## src/rtl/muladd_pipe.sv

```systemverilog
// muladd_pipe: parametrised multiply-accumulate primitive.
//   q <= a*b + (acc_en ? (clr ? 0 : q) : c), with valid tracking, a clock
//   enable that freezes the whole pipe, and a sticky overflow flag.
//   Optional input register stage (IN_REG) and signed arithmetic (SIGNED).
//   Optional feature: define MULADD_PIPE_SAT_EN to saturate q on overflow
//   instead of wrapping modulo 2^C_WIDTH.
module muladd_pipe #(
    parameter int A_WIDTH = 8,
    parameter int B_WIDTH = 8,
    parameter int C_WIDTH = 20,
    parameter int IN_REG  = 0,
    parameter int SIGNED  = 0
) (
    input  logic               UserCLK,
    input  logic               RESET,
    input  logic               ce,
    input  logic               valid_i,
    input  logic [A_WIDTH-1:0] a,
    input  logic [B_WIDTH-1:0] b,
    input  logic [C_WIDTH-1:0] c,
    input  logic               acc_en,
    input  logic               clr,
    output logic [C_WIDTH-1:0] q,
    output logic               valid_o,
    output logic               ovf
);

    localparam int P_WIDTH = A_WIDTH + B_WIDTH;

    generate
        if (C_WIDTH < P_WIDTH) begin : g_bad_width
            $error("muladd_pipe: C_WIDTH must be >= A_WIDTH + B_WIDTH");
        end
    endgenerate

    // Operands as seen by the multiplier stage (registered or direct).
    logic [A_WIDTH-1:0] s0_a;
    logic [B_WIDTH-1:0] s0_b;
    logic [C_WIDTH-1:0] s0_c;
    logic               s0_acc;
    logic               s0_clr;
    logic               s0_valid;

    generate
        if (IN_REG != 0) begin : g_in_reg
            logic [A_WIDTH-1:0] a_q;
            logic [B_WIDTH-1:0] b_q;
            logic [C_WIDTH-1:0] c_q;
            logic               acc_q;
            logic               clr_q;
            logic               valid_q;

            // Input capture stage; holds while ce is low.
            always_ff @(posedge UserCLK) begin
                if (RESET) begin
                    a_q     <= '0;
                    b_q     <= '0;
                    c_q     <= '0;
                    acc_q   <= 1'b0;
                    clr_q   <= 1'b0;
                    valid_q <= 1'b0;
                end else if (ce) begin
                    a_q     <= a;
                    b_q     <= b;
                    c_q     <= c;
                    acc_q   <= acc_en;
                    clr_q   <= clr;
                    valid_q <= valid_i;
                end
            end

            assign s0_a     = a_q;
            assign s0_b     = b_q;
            assign s0_c     = c_q;
            assign s0_acc   = acc_q;
            assign s0_clr   = clr_q;
            assign s0_valid = valid_q;
        end else begin : g_no_in_reg
            assign s0_a     = a;
            assign s0_b     = b;
            assign s0_c     = c;
            assign s0_acc   = acc_en;
            assign s0_clr   = clr;
            assign s0_valid = valid_i;
        end
    endgenerate

    // ------------------------------------------------------------------
    // Stage S1: full-width product
    // ------------------------------------------------------------------
    logic [P_WIDTH-1:0] a_ext;
    logic [P_WIDTH-1:0] b_ext;
    logic [P_WIDTH-1:0] prod_d;
    logic [P_WIDTH-1:0] prod_q;
    logic [C_WIDTH-1:0] c1_q;
    logic               acc1_q;
    logic               clr1_q;
    logic               v1_q;

    // Extend operands to product width; low P bits of the product are then
    // exact for both signed and unsigned operands.
    always_comb begin
        a_ext = '0;
        b_ext = '0;
        if (SIGNED != 0) begin
            a_ext = P_WIDTH'($signed(s0_a));
            b_ext = P_WIDTH'($signed(s0_b));
        end else begin
            a_ext = P_WIDTH'(s0_a);
            b_ext = P_WIDTH'(s0_b);
        end
        prod_d = a_ext * b_ext;
    end

    // Multiplier pipeline register with control forwarded alongside.
    always_ff @(posedge UserCLK) begin
        if (RESET) begin
            prod_q <= '0;
            c1_q   <= '0;
            acc1_q <= 1'b0;
            clr1_q <= 1'b0;
            v1_q   <= 1'b0;
        end else if (ce) begin
            prod_q <= prod_d;
            c1_q   <= s0_c;
            acc1_q <= s0_acc;
            clr1_q <= s0_clr;
            v1_q   <= s0_valid;
        end
    end

    // ------------------------------------------------------------------
    // Stage S2: add, overflow detect, accumulator update
    // ------------------------------------------------------------------
    logic [C_WIDTH-1:0] ext_s;
    logic [C_WIDTH-1:0] addend_s;
    logic [C_WIDTH-1:0] sum_s;
    logic               carry_s;
    logic               ovf_op_s;
    logic [C_WIDTH-1:0] res_s;
    logic [C_WIDTH-1:0] q_d;
    logic [C_WIDTH-1:0] q_q;
    logic               valid_d;
    logic               valid_q;
    logic               ovf_d;
    logic               ovf_q;

    // Adder, overflow detection and next accumulator state.
    always_comb begin
        ext_s    = '0;
        addend_s = '0;
        ovf_op_s = 1'b0;
        res_s    = '0;
        q_d      = q_q;
        valid_d  = 1'b0;
        ovf_d    = ovf_q;

        if (SIGNED != 0) begin
            ext_s = C_WIDTH'($signed(prod_q));
        end else begin
            ext_s = C_WIDTH'(prod_q);
        end

        if (acc1_q) begin
            if (clr1_q) begin
                addend_s = '0;
            end else begin
                addend_s = q_q;
            end
        end else begin
            addend_s = c1_q;
        end

        {carry_s, sum_s} = {1'b0, ext_s} + {1'b0, addend_s};

        if (SIGNED != 0) begin
            ovf_op_s = (ext_s[C_WIDTH-1] == addend_s[C_WIDTH-1]) &&
                       (sum_s[C_WIDTH-1] != ext_s[C_WIDTH-1]);
        end else begin
            ovf_op_s = carry_s;
        end

`ifdef MULADD_PIPE_SAT_EN
        // Overflow direction follows the product sign: both operands share it.
        if (ovf_op_s) begin
            if (SIGNED != 0) begin
                if (ext_s[C_WIDTH-1]) begin
                    res_s = {1'b1, {(C_WIDTH-1){1'b0}}};
                end else begin
                    res_s = {1'b0, {(C_WIDTH-1){1'b1}}};
                end
            end else begin
                res_s = '1;
            end
        end else begin
            res_s = sum_s;
        end
`else
        res_s = sum_s;
`endif

        if (v1_q) begin
            q_d     = res_s;
            valid_d = 1'b1;
            ovf_d   = (clr1_q ? 1'b0 : ovf_q) | ovf_op_s;
        end else begin
            q_d     = q_q;
            valid_d = 1'b0;
            ovf_d   = ovf_q;
        end
    end

    // Result, valid and sticky overflow registers; frozen while ce is low.
    always_ff @(posedge UserCLK) begin
        if (RESET) begin
            q_q     <= '0;
            valid_q <= 1'b0;
            ovf_q   <= 1'b0;
        end else if (ce) begin
            q_q     <= q_d;
            valid_q <= valid_d;
            ovf_q   <= ovf_d;
        end
    end

    assign q       = q_q;
    assign valid_o = valid_q;
    assign ovf     = ovf_q;

endmodule

```

## config.mk

```make
export PLATFORM = sky130hd
export DESIGN_NAME = muladd_pipe
export DESIGN_NICKNAME = d
export VERILOG_FILES = /design/src/rtl/muladd_pipe.sv
export SDC_FILE = /design/constraint.sdc
export NUM_CORES = 1
export LEC_CHECK = 0
export CORE_ASPECT_RATIO = 2
export CORE_MARGIN = 4
export CORE_UTILIZATION = 25
export CTS_CLUSTER_DIAMETER = 50
export DETAILED_ROUTE_END_ITERATION = 16
export GPL_TIMING_DRIVEN = 1
export PLACE_DENSITY = 0.39
export RECOVER_POWER = 50
export SLEW_MARGIN = 20
export SYNTH_ARGS = -nofsm -noshare
export SYNTH_HDL_FRONTEND = slang
export SYNTH_SLANG_ARGS = --single-unit
```

## constraint.sdc

```tcl
create_clock -name UserCLK -period 9.5 [get_ports UserCLK]
set_input_delay 0.95 -clock UserCLK [delete_from_list [all_inputs] [get_ports UserCLK]]
set_output_delay 0.95 -clock UserCLK [all_outputs]
set_load 0.01 [all_outputs]
```

# Word-level counts from Yosys, hierarchy flattened
# Index checks and enable logic that the tools add are counted.
op_classes:
  n_mux: 4
  bitwise_logic: 1
  addsub: 1
  reduce_logical: 1
  n_mul: 1
ops:
  columns: ["op", "count"]
  rows:
  - ["20-bit two-way mux", 2]
  - ["16-bit by 20-bit adder with 21-bit output", 1]
  - ["8-bit by 8-bit multiplier with 16-bit output", 1]
  - ["1-bit two-way mux", 2]
  - ["2-bit AND reduction", 1]
  - ["1-bit bitwise OR", 1]
totals:
  out_inout_bits: 22
  input_bits: 42
  ff_bits: 61

# Depth between registers and ports, before layout
# Gate-level depths: netlist of run 1.
depth:
  word_depth: 4
  depth_mapped: 16

# Worst setup path before layout of run 1
# OpenSTA, ideal clock, no wires.
synth_path:
  path_kind: "input port to flip-flop"
  startpoint: "input a[1]"
  endpoint: "register prod_q[14]"
  t_arrival_ns: 4.849
  path_stages: 14
  setup_time_ns: 0.122
  t_required_ns: 9.378
  path_slack_ns: 4.529
  path_cell_list: "and2_1 > fa_1 > fa_1 > fa_1 > inv_1 > fa_1 > inv_1 > ha_1 > buf_6 > a2111oi_4 > o21ai_2 > a2111oi_4 > nor4_1 > a311o_1"
synth_via:
  elab_chain_cells: 1
synth_lines:
  columns: ["element", "line", "source"]
  rows:
  - ["start: declaration", "18", "input logic [A_WIDTH-1:0] a,"]
  - ["8-bit by 8-bit multiplier with 16-bit output", "112", "prod_d = a_ext * b_ext;"]
  - ["end signal: assignment", "124", "prod_q <= prod_d;"]
  - ["end: declaration", "94", "logic [P_WIDTH-1:0] prod_q;"]
# No other way between the ends.
# A chain may end at the register's enable or synchronous reset.

# Worst setup path after layout of run 1
layout_path:
  startpoint: "input b[7]"
  endpoint: "register prod_q[14]"
layout_via:
  elab_chain_cells: 1
layout_lines:
  columns: ["element", "line", "source"]
  rows:
  - ["start: declaration", "19", "input logic [B_WIDTH-1:0] b,"]
  - ["8-bit by 8-bit multiplier with 16-bit output", "112", null]
# No other way between the ends.

==> metrics.txt, run 1 <==
result of the run finished with violations; violated checks capacitance limit, slew limit; fraction of power consumed by sequential logic 26.0%; area share of the leading cell type in the synthesized netlist 21.7%; hold buffer count at CTS 0; register area share after synthesis 21.7%; Post-Synthesis Net Count 811; Core Util, Final 30.7%; Synth Cell Area 0.00563 mm²; Clock Skew 4.16 ps; count of endpoints failing setup in the final report 0; via count of the first global-routing pass 5228; number of different library cells in the post-synthesis netlist 61; CTS-repair resized insts 0; time the final worst path needs with I/O delays and setup 5460 ps; FFs w/ async S/R, synth 0%; CTS max path bufs 2; TritonCTS buffer count 9; routed metal-1 wirelength 6440 µm; horizontal die dimension 114 µm; post-synthesis average cell area 8.28 µm²; fmax 0.183 GHz; largest area contributor in the synthesized netlist sky130_fd_sc_hd__dfxtp_1; highest metal layer used by the detailed router met4; detailed router's first-iteration violation count 216; most frequent cells in the layout sky130_fd_sc_hd__inv_1 (79), sky130_fd_sc_hd__dfxtp_1 (61), sky130_fd_sc_hd__nand2_1 (60), sky130_fd_sc_hd__and2_1 (54); ANT nets after route 0; Max H-tree Level 3; YS warnings 0; P_sw 0.446 mW; sum of routed wire length over all layers 17000 µm; clock transition at the register clock pins on the worst setup and hold paths after CTS 50 ps; portion of total power attributed to combinational logic 46.5%; most frequent standard cell in the layout excluding fill and tap cells sky130_fd_sc_hd__inv_1; Max-cap violations 1; RePlAce Congestion 0.842; CP Max Fanout 8; via density per instance 4.87; routed length per placed instance 16.8 µm; met3 wire length 523 µm; top-level I/O count 64; Data required, critical path 9720 ps; root buffer cell sky130_fd_sc_hd__clkbuf_16; Final #Nets 866; layout-stage area growth over the synthesis result 20.8%; largest net degree at the start of global routing 58; TritonCTS Sinks 61; Tightest Pin Transition 2650 ps; CTS tree built; starting density of the core 25.4%; detailed-router iteration count before antenna repair 5; global routing usage summed across all routing layers 13.9%; category of the worst setup path capture point flop; cell row count 77; P_leak 2.96 nW; relative max-transition margin -76.6%; synth top area cells sky130_fd_sc_hd__dfxtp_1 (22%), sky130_fd_sc_hd__fa_1 (13%), sky130_fd_sc_hd__ha_1 (12%); final count of hold timing violations 0; type of the most critical hold path reg -> reg; total power consumption of the routed design 1.15 mW; power density relative to cell area 170 mW/mm²; unrepaired setup endpoints after global routing false; maximum resistive drop on vdd 108 µV; Post-synth EDFFs 0; first-pass GRT wire length 27400 µm; initial antenna violation count 0; type of element launching the critical path input port; path type of the worst setup path in -> reg; Floorplan Core Area 0.0222 mm²; final antenna diode count 0; layout cell share with drive strength beyond 1 3.92%; Int Pwr 0.707 mW; count of input and output buffers 63; Die Y 220 µm; clock network latency to the later pin of the worst-skew pair 340 ps; clock network fraction of total power 27.4%; count of mapped cells out of synthesis 680; worst endpoint data arrival time 5680 ps; met2 WL post-DR 9580 µm; worst setup slack after layout 4040 ps; worst hold margin 467 ps; setup repair bufs after CTS 0; residual DRC count 0; portion of the clock cycle consumed by the worst path in the final layout 57.5%; setup slack after placement 3700 ps; Final HPWL DP 13500 µm; Sw Share 38.7%; Die ar. 0.0251 mm²; Top FF cell, synth sky130_fd_sc_hd__dfxtp_1; final count of pins violating max slew 41; post-synthesis register bit count 61; detailed-route via count 4945; final global-route overflow total 0; total negative setup slack 0 ps
metal layers:
layer / up-vias / global-route usage, %
met3: 24 / 2.46
met5: - / 0
met2: 98 / 27.4
met4: 0 / 5.35
met1: 2357 / 14.2
li1: 2466 / -
path summary, 6_finish.rpt:
path | startpoint | to | slack, ps | depth (start not counted)
setup / recovery | b[7] | prod_q[14]$_SDFFE_PP0P_ | 4040 | 14
hold / removal | ovf$_SDFFE_PP0P_ | ovf$_SDFFE_PP0P_ | 470 | 2
setup reg to reg | acc1_q$_SDFFE_PP0P_ | q[16]$_SDFFE_PP0P_ | 6200 | 12
hold reg to reg | ovf$_SDFFE_PP0P_ | ovf$_SDFFE_PP0P_ | 470 | 2
area by class of cell:
| class | count | area, µm² |
|---|---|---|
| Fill cell | 2427 | 15400 |
| Inverter | 80 | 300 |
| Clock inverter | 2 | 35.0 |
| Multi-Input combinational cell | 515 | 4010 |
| Timing Repair Buffer | 68 | 654 |
| Tap cell | 276 | 345 |
| Clock buffer | 13 | 240 |
| Sequential cell | 61 | 1220 |
worst max-delay path: stages:
cell,delay [ps]
sky130_fd_sc_hd__clkdlybuf4s50_1,570
sky130_fd_sc_hd__and2_1,240
sky130_fd_sc_hd__fa_1,510
sky130_fd_sc_hd__fa_1,530
sky130_fd_sc_hd__fa_1,550
sky130_fd_sc_hd__inv_1,60
sky130_fd_sc_hd__fa_1,530
sky130_fd_sc_hd__inv_1,40
sky130_fd_sc_hd__ha_1,420
sky130_fd_sc_hd__a2111oi_4,390
sky130_fd_sc_hd__o21ai_2,140
sky130_fd_sc_hd__a2111oi_4,330
sky130_fd_sc_hd__nor4_1,100
sky130_fd_sc_hd__a311o_1,320
state kept, by name, summed over array words and instances (netlist names):
name	count
v1_q	1
c1_q	20
q	20
prod_q	16
clr1_q	1
valid_o	1
acc1_q	1
ovf	1
power by group through the flow:
| stage | sequential, mW | combinational [mW] | clock, mW |
|---|---|---|---|
| 3_5_place_dp | 0.306 | 0.539 | 0 |
| 3_3_place_gp | 0.306 | 0.541 | 0 |
| 4_1_cts | 0.301 | 0.546 | 0.327 |
| 2_1_floorplan | 0.301 | 0.413 | 0 |
| 5_1_grt | 0.304 | 0.614 | 0.339 |
| 6_report | 0.300 | 0.536 | 0.316 |
synthesized netlist by cell type, types with 3 or more instances:
master and number:
sky130_fd_sc_hd__o2111ai_1 4, sky130_fd_sc_hd__and2_1 54, sky130_fd_sc_hd__xor2_1 6, sky130_fd_sc_hd__nand2b_1 3
sky130_fd_sc_hd__o21ai_0 36, sky130_fd_sc_hd__nor4b_1 3, sky130_fd_sc_hd__a31oi_1 6, sky130_fd_sc_hd__nand4_1 3
sky130_fd_sc_hd__o311ai_1 4, sky130_fd_sc_hd__buf_2 5, sky130_fd_sc_hd__a211o_1 6, sky130_fd_sc_hd__o21bai_1 3
sky130_fd_sc_hd__dfxtp_1 61, sky130_fd_sc_hd__a21o_1 4, sky130_fd_sc_hd__o211ai_1 8, sky130_fd_sc_hd__and3_1 5
sky130_fd_sc_hd__a21oi_1 29, sky130_fd_sc_hd__a211oi_1 13, sky130_fd_sc_hd__mux2i_1 29, sky130_fd_sc_hd__o22ai_1 4
sky130_fd_sc_hd__nor3_1 11, sky130_fd_sc_hd__or3_1 4, sky130_fd_sc_hd__ha_1 52, sky130_fd_sc_hd__fa_1 37
sky130_fd_sc_hd__nand3_1 18, sky130_fd_sc_hd__inv_1 79, sky130_fd_sc_hd__clkbuf_1 11, sky130_fd_sc_hd__or2_2 3
sky130_fd_sc_hd__buf_1 7, sky130_fd_sc_hd__nor4_1 5, sky130_fd_sc_hd__nor2b_1 7, sky130_fd_sc_hd__o31ai_1 3
sky130_fd_sc_hd__o21ai_1 3, sky130_fd_sc_hd__nand2_1 60, sky130_fd_sc_hd__nor2_1 52, sky130_fd_sc_hd__o21a_1 8
logic make-up (layout without fill, tap and decap cells):
logic type | after synthesis | count (layout) | share of synthesized area [%]
flops | 61 | 61 | 21.7
fa+ha+maj | 89 | 89 | 24.7
mux | 29 | 29 | 5.15
simple gates | 235 | 235 | 20.9
buf+inv | 104 | 163 | 7.18
xor+xnor | 8 | 8 | 1.24
compound gates | 154 | 154 | 19.2
metrics by stage:
step	instance area (µm²)	cells
finish	6800	1015
global route	6800	1015
CTS	6810	1015
detailed placement	6530	1000
global placement	6530	1000
floorplan	5630	680
Note: power is estimated with default switching activity, not from simulation.
==> run 2: changes to the inputs <==
==> constraint.sdc (replaced) <==
create_clock -name UserCLK -period 5.3 [get_ports UserCLK]
set_input_delay 0.53 -clock UserCLK [delete_from_list [all_inputs] [get_ports UserCLK]]
set_output_delay 0.53 -clock UserCLK [all_outputs]
set_load 0.01 [all_outputs]
==> run 2 against run 1 <==
  * Largest cell class unchanged
  * Critical path depth unchanged
  * Largest power group unchanged
  * Cell count grew 1.8%
  * Core utilization increased by 0.63 points
  * The flow still finishes with violations (capacitance limit, slew limit)
  * Register-to-register slack worse by 4200 ps
  * Critical endpoint unchanged
  * Via count is 1.5% higher
  * Highest routed layer unchanged
==> metrics.txt, run 2 (same netlist as run 1, synthesis figures left out) <==
result of the run finished with violations; leading registers by flop count c1_q x20, q x20, prod_q x16; Data required, critical path 5540 ps (-4180 ps); via count of the first global-routing pass 5433 (+3.9%); routed length per placed instance 16.4 µm (-2.4%); CTS-repair resized insts 0 (unchanged); detailed-route via count 5017 (+1.5%); number of cells on the worst hold path 2 (unchanged); Max-cap violations 1 (unchanged); clock transition at the register clock pins on the worst setup and hold paths after CTS 50 ps (about the same); count of endpoints failing setup in the final report 0 (unchanged); Slowest Stage Delay on Critical Path 650 ps (+80 ps); Final HPWL DP 13800 µm (+2.1%); layout-stage area growth over the synthesis result 23.3%; most frequent cells in the layout sky130_fd_sc_hd__inv_1 (79), sky130_fd_sc_hd__dfxtp_1 (61), sky130_fd_sc_hd__nand2_1 (60), sky130_fd_sc_hd__and2_1 (54); Die ar. 0.0251 mm² (unchanged); Worst path slowest cell sky130_fd_sc_hd__clkdlybuf4s50_1; CP Max Fanout 8 (unchanged); cells traversed along the worst timing path clkdlybuf4s50_1 > and2_1 > fa_1 > fa_1 > fa_1 > inv_1 > fa_1 > inv_1 > ha_1 > a2111oi_4 > o21ai_2 > a2111oi_4 > nor4_1 > a311o_1; CTS max path bufs 2 (unchanged); RePlAce Congestion 0.815 (-3.2%); fillcell total 2383 (-1.8%); fmax 0.202 GHz; detailed-router iteration count before antenna repair 4 (-1); RR Endpoint q[16]$_SDFFE_PP0P_; total negative setup slack 0 ps (unchanged); top-level I/O count 64 (unchanged); Floorplan Core Area 0.0222 mm² (unchanged); Final #Nets 883 (+2.0%); Max H-tree Level 3 (unchanged); root buffer cell sky130_fd_sc_hd__clkbuf_16; Clock Skew 6.88 ps (+2.73 ps); CTS tree built; Die Y 220 µm (unchanged); WHS Endpoint ovf$_SDFFE_PP0P_; layout cell share with drive strength beyond 1 6.21% (+2.3 points); TritonCTS buffer count 9 (unchanged); Most Frequent Cell on Critical Path sky130_fd_sc_hd__fa_1; setup slack after placement -8.25 ps (-3710 ps); worst hold margin 461 ps (-6.06 ps); first-pass GRT wire length 28200 µm (+3.1%); DP Area 0.00666 mm² (+2.0%); final count of hold timing violations 0 (unchanged); unrepaired setup endpoints after global routing false; path type of the worst setup path in -> reg; origin of the critical flop-to-flop path acc1_q$_SDFFE_PP0P_; via density per instance 4.86 (-0.31%); final design instance area without fill 0.00694 mm² (+2.0%); detailed router's first-iteration violation count 182 (-16%); setup repair bufs after CTS 0 (unchanged); global routing usage summed across all routing layers 14.3% (+0.39 points); residual DRC count 0 (unchanged); final count of pins violating max slew 40 (-2.4%); hold buffer count at CTS 0 (unchanged); worst setup slack after layout 343 ps (-3700 ps); maximum resistive drop on vdd 187 µV (+74%); TritonCTS Sinks 61 (unchanged); final antenna diode count 0 (unchanged); initial antenna violation count 0 (unchanged); P_leak 3.05 nW (+2.8%); final global-route overflow total 0 (unchanged); horizontal die dimension 114 µm (unchanged); worst endpoint data arrival time 5200 ps (-480 ps); time the final worst path needs with I/O delays and setup 4960 ps; violated checks capacitance limit, slew limit; critical hold path startpoint ovf$_SDFFE_PP0P_; portion of the clock cycle consumed by the worst path in the final layout 93.5%; clock network latency to the later pin of the worst-skew pair 350 ps (about the same); power density relative to cell area 306 mW/mm² (+80%); Reg2Reg Setup Slack 1980 ps (-4220 ps); relative max-transition margin -75.9% (+0.78 points); Tightest Pin Transition 2640 ps (-11.7 ps); cell row count 77 (unchanged); ANT nets after route 0 (unchanged); most frequent standard cell in the layout excluding fill and tap cells sky130_fd_sc_hd__inv_1; number of cell instances on the worst register-to-register path 12 (unchanged); type of the most critical hold path reg -> reg; starting density of the core 25.4% (unchanged); category of the worst setup path capture point flop; type of element launching the critical path input port; sum of routed wire length over all layers 16900 µm (-0.66%); count of input and output buffers 63 (unchanged); largest net degree at the start of global routing 40 (-31%)
run 2: cell types whose count changed in the layout (fill, tap and decap cells not counted):
cell / before / now
sky130_fd_sc_hd__buf_4: 4 / 19
sky130_fd_sc_hd__clkbuf_8: 0 / 1
sky130_fd_sc_hd__clkdlybuf4s50_1: 45 / 44
sky130_fd_sc_hd__clkinv_2: 1 / 2
sky130_fd_sc_hd__clkinvlp_4: 0 / 1
sky130_fd_sc_hd__dlygate4sd3_1: 16 / 17
run 2: metal layers:
layer / wire length, µm / GRT usage (%) / vias up
met3: 605 / 2.65 / 29
met2: 9660 / 28.1 / 94
met1: 6140 / 14.3 / 2391
met4: 502 / 6.10 / 0
met5: 0 / 0 / -
li1: - / - / 2503
run 2: power breakdown:
group | switching, mW | internal (mW) | total, mW | leakage (nW)
combinational | 0.566 | 0.427 | 0.993 | 2.40
clock | 0.218 | 0.375 | 0.593 | 0.143
sequential | 0.0309 | 0.507 | 0.538 | 0.500
run 2: worst max path at each step:
stage / from / slack [ps] / to
3_3_place_gp: b[4] / 80 / prod_q[14]$_SDFFE_PP0P_
4_1_cts: b[5] / 340 / prod_q[14]$_SDFFE_PP0P_
5_1_grt: b[5] / 110 / prod_q[14]$_SDFFE_PP0P_
6_report: b[5] / 340 / prod_q[14]$_SDFFE_PP0P_
3_5_place_dp: b[5] / -8 / prod_q[14]$_SDFFE_PP0P_
2_1_floorplan: a[1] / 750 / prod_q[14]$_SDFFE_PP0P_
run 2: cell type report:
cell class	instances	area [µm²]	share of cell area [%]
inverter	80	300	4.33
sequential	61	1220	17.6
timing repair buffer	85	774	11.2
tap	276	345	4.97
clock buffer	12	246	3.55
multi-input combinational	515	4010	57.7
clock inverter	4	47.5	0.685
run 2: through the flow:
stage | utilization [%] | instances | power, mW
after detailed placement | 30.1 | 1017 | 1.55
after floorplan | - | 680 | 1.28
final | 31.3 | 1033 | 2.12
after CTS | 31.4 | 1033 | 2.17
after global routing | 31.3 | 1033 | 2.32
after global placement | 30.1 | 1017 | 1.55
run 2: worst max-delay path, delay by kind of cell:
kind                       cells  cell delay, ps
AOI/OAI and AO/OA              4            1190
adders and majority gates      5            2410
and+or+nand+nor                2             310
buffers and inverters          3             750
==> run 3: changes to the inputs <==
--- a/config.mk
+++ b/config.mk
@@ -5,13 +5,14 @@
 export SDC_FILE = /design/constraint.sdc
 export NUM_CORES = 1
 export LEC_CHECK = 0
+export CAP_MARGIN = 25
 export CORE_ASPECT_RATIO = 2
 export CORE_MARGIN = 4
-export CORE_UTILIZATION = 25
+export CORE_UTILIZATION = 40
 export CTS_CLUSTER_DIAMETER = 50
 export DETAILED_ROUTE_END_ITERATION = 16
 export GPL_TIMING_DRIVEN = 1
-export PLACE_DENSITY = 0.39
+export PLACE_DENSITY = 0.57
 export RECOVER_POWER = 50
 export SLEW_MARGIN = 20
 export SYNTH_ARGS = -nofsm -noshare
==> run 3 against run 2 <==
  * Core utilization is 18 points higher
  * Routed wire length is 10% lower
  * The run still ends with capacitance limit, slew limit left
  * Cell area is 2.3% lower
  * Non-clock buffer count is 6 lower
  * Sequential cell count unchanged
  * Critical path depth unchanged
  * Largest cell class unchanged
  * Sequential power about the same
  * Fmax is 0.15% higher
==> metrics.txt, run 3 (same netlist as run 1, synthesis figures left out) <==
Core Util, Final 48.8% (+18 points); CP Max Fanout 8 (unchanged); number of logic stages on the critical path including buffering 14 (unchanged); CTS tree built; horizontal die dimension 91.9 µm (-19%); routed length per placed instance 16.1 µm (-1.5%); violated checks capacitance limit, slew limit; path type of the worst setup path in -> reg; P_leak 3.02 nW (-0.99%); final count of pins violating max slew 40 (unchanged); CTS max path bufs 2 (unchanged); clock transition at the register clock pins on the worst setup and hold paths after CTS 50 ps (about the same); TritonCTS Sinks 61 (unchanged); Reg2Reg Setup Slack 1980 ps (about the same); hold buffer count at CTS 0 (unchanged); sum of routed wire length over all layers 15100 µm (-10%); leading registers by flop count c1_q x20, q x20, prod_q x16; via count of the first global-routing pass 5365 (-1.3%); setup slack after placement 48.0 ps (+56.3 ps); result of the run finished with violations; fmax 0.202 GHz (+0.15%); starting density of the core 40.5% (+15 points); capturing instance or port of the critical path prod_q[15]$_SDFFE_PP0P_; RePlAce Congestion 0.886 (+8.8%); Max H-tree Level 3 (unchanged); largest net degree at the start of global routing 58 (+45%); portion of the clock cycle consumed by the worst path in the final layout 93.4% (-0.14 points); Worst path slowest cell sky130_fd_sc_hd__clkdlybuf4s50_1; root buffer cell sky130_fd_sc_hd__clkbuf_16; worst setup slack after layout 350 ps (+7.39 ps); Floorplan Core Area 0.0139 mm² (-37%); clock network latency to the later pin of the worst-skew pair 330 ps (-20 ps); ANT nets after route 0 (unchanged); detailed-router iteration count before antenna repair 6 (+2); final global-route overflow total 0 (unchanged); power density relative to cell area 308 mW/mm² (+0.67%); maximum resistive drop on vdd 213 µV (+14%); global routing usage summed across all routing layers 19.2% (+4.9 points); cell row count 61 (-21%); residual DRC count 0 (unchanged); final antenna diode count 0 (unchanged); launching instance or port of the critical path a[2]; top-level I/O count 64 (unchanged); Data required, critical path 5520 ps (-20 ps); via density per instance 5.39 (+11%); initial antenna violation count 0 (unchanged); first-pass GRT wire length 24900 µm (-12%); total negative setup slack 0 ps (unchanged); time the final worst path needs with I/O delays and setup 4950 ps (-7.39 ps); RR Endpoint q[16]$_SDFFE_PP0P_; cell family with the largest share of critical-path delay adder cells; type of element launching the critical path input port; Final #Nets 877 (-0.68%); total power consumption of the routed design 2.09 mW (-1.6%); detailed-route via count 5059 (+0.84%); Final HPWL DP 12000 µm (-13%); number of cell instances on the worst register-to-register path 12 (unchanged); TritonCTS buffer count 9 (unchanged); Die Y 176 µm (-20%); sum of buffers and inverters on the critical path 3 (unchanged); detailed router's first-iteration violation count 144 (-21%); layout-stage area growth over the synthesis result 20.4%; count of input and output buffers 63 (unchanged); origin of the critical flop-to-flop path acc1_q$_SDFFE_PP0P_; setup repair bufs after CTS 0 (unchanged); layout cell share with drive strength beyond 1 5.73% (-0.48 points); critical hold path startpoint ovf$_SDFFE_PP0P_; relative max-transition margin -70.5% (+5.4 points); final count of hold timing violations 0 (unchanged); Slowest Stage Delay on Critical Path 630 ps (-20 ps); CTS-repair resized insts 0 (unchanged); most frequent cells in the layout sky130_fd_sc_hd__inv_1 (79), sky130_fd_sc_hd__dfxtp_1 (61), sky130_fd_sc_hd__nand2_1 (60), sky130_fd_sc_hd__and2_1 (54); most frequent standard cell in the layout excluding fill and tap cells sky130_fd_sc_hd__inv_1; unrepaired setup endpoints after global routing false; category of the worst setup path capture point flop; Most Frequent Cell on Critical Path sky130_fd_sc_hd__fa_1; Clock Skew 6.09 ps (-0.794 ps); Tightest Pin Transition 2560 ps (-80.8 ps); type of the most critical hold path reg -> reg; worst endpoint data arrival time 5170 ps (-30 ps); Max-cap violations 1 (unchanged); Die ar. 0.0162 mm² (-36%); count of endpoints failing setup in the final report 0 (unchanged); cells traversed along the worst timing path clkdlybuf4s50_1 > and2_1 > fa_1 > fa_1 > fa_1 > inv_1 > fa_1 > inv_1 > ha_1 > a211o_1 > a31oi_1 > a211oi_1 > or3_1 > and3_1
[run 3: cell count changes in the layout (fill, tap and decap cells not counted), sizes merged]
cell / delta
buf: -4
clkbuf: -4
dlygate4sd3: -2
clkdlybuf4s50: +2
clkinv: +1
[run 3: final cells by class]
class	count	area, µm²
clock inverter	5	52.6
multi-input combinational	515	4010
clock buffer	10	229
fill	1396	7110
sequential	61	1220
tap	189	236
timing repair buffer	79	737
inverter	80	300
[run 3: worst min path at each step]
stage | end | cells past startpoint
after floorplan | prod_q[0]$_SDFFE_PP0P_ | 2
after global placement | q[4]$_SDFFE_PP0P_ | 2
after detailed placement | q[10]$_SDFFE_PP0P_ | 2
after CTS | ovf$_SDFFE_PP0P_ | 2
after global routing | q[4]$_SDFFE_PP0P_ | 2
final | ovf$_SDFFE_PP0P_ | 2
[run 3: routing by layer]
layer | GRT usage (%) | vias to the layer above | wire, µm
met5 | 0 | - | 0
met4 | 10.0 | 0 | 650
met3 | 2.57 | 38 | 583
met2 | 37.3 | 142 | 8430
met1 | 19.2 | 2389 | 5470
li1 | - | 2490 | -
[run 3: per-stage QoR]
stage	area [µm²]	hold WS, ps	cells
finish	6780	470	939
global route	6780	498	939
CTS	6790	476	939
detailed placement	6500	466	924
global placement	6500	464	924
floorplan	5630	445	680
[run 3: worst min-delay path, stage by stage, from the launching register on]
cell                      delay, ps
sky130_fd_sc_hd__dfxtp_1        310
sky130_fd_sc_hd__nand2_1         50
sky130_fd_sc_hd__a21oi_1         50
[run 3: where the power goes]
| part | leakage, nW | switching, mW | internal, mW |
|---|---|---|---|
| Clock | 0.138 | 0.205 | 0.358 |
| Combinational | 2.38 | 0.566 | 0.422 |
| Sequential | 0.500 | 0.0309 | 0.507 |
==> patch, RTL diff (config.mk and constraints of run 1) <==
Add a define of `MULADD_PIPE_SAT_EN`.
--- a/src/rtl/muladd_pipe.sv
+++ b/src/rtl/muladd_pipe.sv
@@ -4,6 +4,8 @@
 //   Optional input register stage (IN_REG) and signed arithmetic (SIGNED).
 //   Optional feature: define MULADD_PIPE_SAT_EN to saturate q on overflow
 //   instead of wrapping modulo 2^C_WIDTH.
+`define MULADD_PIPE_SAT_EN
+
 module muladd_pipe #(
     parameter int A_WIDTH = 8,
     parameter int B_WIDTH = 8,
Behaviour: not the same (Yosys sat finds a counterexample within 4 cycles, from zero or initial values and one cycle with RESET high).
==> patch against run 1 <==
  * The run still ends with max-capacitance violations, max-slew violations left
  * Setup slack improved by 0.0011 ns
  * Sequential power rose by 2%
  * Largest power group unchanged
  * Sequential share of layout area rose by 0.74 points
  * Final area fell by 3.9%
  * Routed wire length fell by 13%
  * Total power rose by 3.1%
  * Via count fell by 13%
  * Hold slack improved by 0.0034 ns
  * Critical endpoint is now prod_q[15]
  * Synthesized area fell by 4.9%
  * Sequential cell count did not move
  * Highest routed layer unchanged
  * Global-route usage fell by 1.0 points
==> patch: results (changes against run 1) <==
Min path
  • Hold Path Origin: valid_o
  • Hold endpoint: valid_o

Final layout
  • Nets: 816 (-5.8%)
  • Layout cells sized above 1: 5.080% (+1.2 points)

Logic synthesis
  • Top cells by area, synth: dfxtp_1 (23%), fa_1 (14%), ha_1 (12%)
  • Top cells by count, synth: inv_1 (80), nor2_1 (66), dfxtp_1 (61)
  • Netlist cell types: 54 (-11%)
  • Sequential share of the synthesized area: 22.80% (+1.1 points)

Placement
  • Hpwl dp: 11.82 mm (-12%)
  • Routability cong.: 0.8712 (+3.5%)

Job
  • Max Cap Viol: 1 (unchanged)

Drt
  • 1st-pass router iterations: 6 (+1)
  • Met1 Routed Length: 5.568 mm (-13%)
  • WL final: 14.83 mm (-13%)
  • Vias per Instance: 4.502 (-7.6%)
  • Top layer in use: met4

Run status
  • Status: complete, but fails checks
  • Failing checks: max-capacitance violations, max-slew violations

Power
  • Worst VDD drop: 0.0001056 V (-2.0%)
  • Leak Pwr: 2.906 nW (-1.9%)

Global route
  • Vias in the first global route: 4738 (-9.4%)
  • Largest net degree at the start of global routing: 63 (+8.6%)
  • First-pass GRT wire length: 24.85 mm (-9.1%)
  • Gr usage total: 12.91% (-1.0 points)

Worst setup path
  • Crit path DAT: 5.54 ns (-0.14 ns)
  • Crit path from: a[0]
  • Reg2Reg Capture Point: q[13]
  • Setup slack, reg-to-reg: 5.18 ns (-1.02 ns)
  • Worst reg2reg path depth: 11 (-1)

STA
  • Slew margin rel.: -92.83% (-16 points)
  • Max-slew violations: 48 (+17%)
  • Hold_ws: 0.4705 ns (+0.003368 ns)
  • Worst clock skew: 0.008348 ns (+0.004192 ns)
[patch: cell types whose count changed after synthesis, sizes merged, moves of 6 or more]
cell / run 1 / this run
a211oi: 15 / 22
buf: 13 / 5
clkbuf: 11 / 17
mux2i: 29 / 36
nand2: 60 / 47
nand3: 18 / 3
nor2: 52 / 68
o21a: 8 / 1
o21ai: 40 / 30
xnor2: 2 / 16
[patch: final cells by class]
| class | count | area (um2) | share of cell area [%] |
|---|---|---|---|
| Tap cell | 269 | 336.6 | 5.150 |
| Inverter | 80 | 300.3 | 4.595 |
| Sequential cell | 61 | 1221 | 18.69 |
| Multi-Input combinational cell | 468 | 3745 | 57.30 |
| Timing Repair Buffer | 65 | 631.9 | 9.669 |
| Clock buffer | 11 | 252.7 | 3.868 |
| Clock inverter | 4 | 47.55 | 0.7276 |
[patch: power by group]
part	leakage, nW	switching [mW]	internal, mW
clock network	0.147	0.118	0.215
logic	2.26	0.315	0.236
registers	0.501	0.0215	0.284
total	2.91	0.454	0.735
[patch: worst register-to-register path, cell delays in order, from the launching register on]
cell	delay [ns]
dfxtp_1	0.92
nor2b_2	0.86
nand2_1	0.10
o21ai_0	0.12
ha_1	0.34
a211oi_2	0.29
o21ai_2	0.16
o2111a_1	0.31
o31ai_4	0.38
nor2_2	0.10
nor2_4	0.41
a311oi_1	0.18
[patch: routing by layer]
| layer | global-route usage, % | up-vias |
|---|---|---|
| met1 | 13.36 | 2029 |
| met4 | 4.791 | 0 |
| met2 | 25.37 | 69 |
| li1 | - | 2200 |
| met3 | 2.139 | 15 |
| met5 | 0 | - |
[patch: how the worst max path moves through the flow]
stage	slack (ns)	depth (start not counted)	endpoint
finish	4.04	17	prod_q[15]
global route	3.63	17	prod_q[15]
CTS	4.10	17	prod_q[15]
detailed placement	3.82	17	prod_q[15]
global placement	3.87	17	prod_q[15]
floorplan	4.76	14	prod_q[15]
[patch: stage by stage]
step / instance area (um2) / utilization [%] / power [mW] / cells / setup slack (ns)
6_report: 6535 / 31.09 / 1.189 / 958 / 4.039
5_1_grt: 6535 / 31.09 / 1.291 / 958 / 3.629
4_1_cts: 6539 / 31.11 / 1.216 / 958 / 4.100
3_5_place_dp: 6238 / 29.68 / 0.8715 / 943 / 3.815
3_3_place_gp: 6238 / 29.68 / 0.8693 / 943 / 3.872
2_1_floorplan: 5355 / - / 0.7070 / 631 / 4.755
[patch: logic make-up (layout without fill, tap and decap cells)]
group                      Yosys count  in the layout  share of synthesized area (%)
and+or+nand+nor                    202            202                          18.48
xor gates and xnor gates            24             24                          3.925
AOI/OAI and AO/OA                  116            116                          14.56
muxes                               37             37                          6.939
buffers and inverters              102            160                          7.313
adders and majority gates           89             89                          25.98
DFF                                 61             61                          22.80
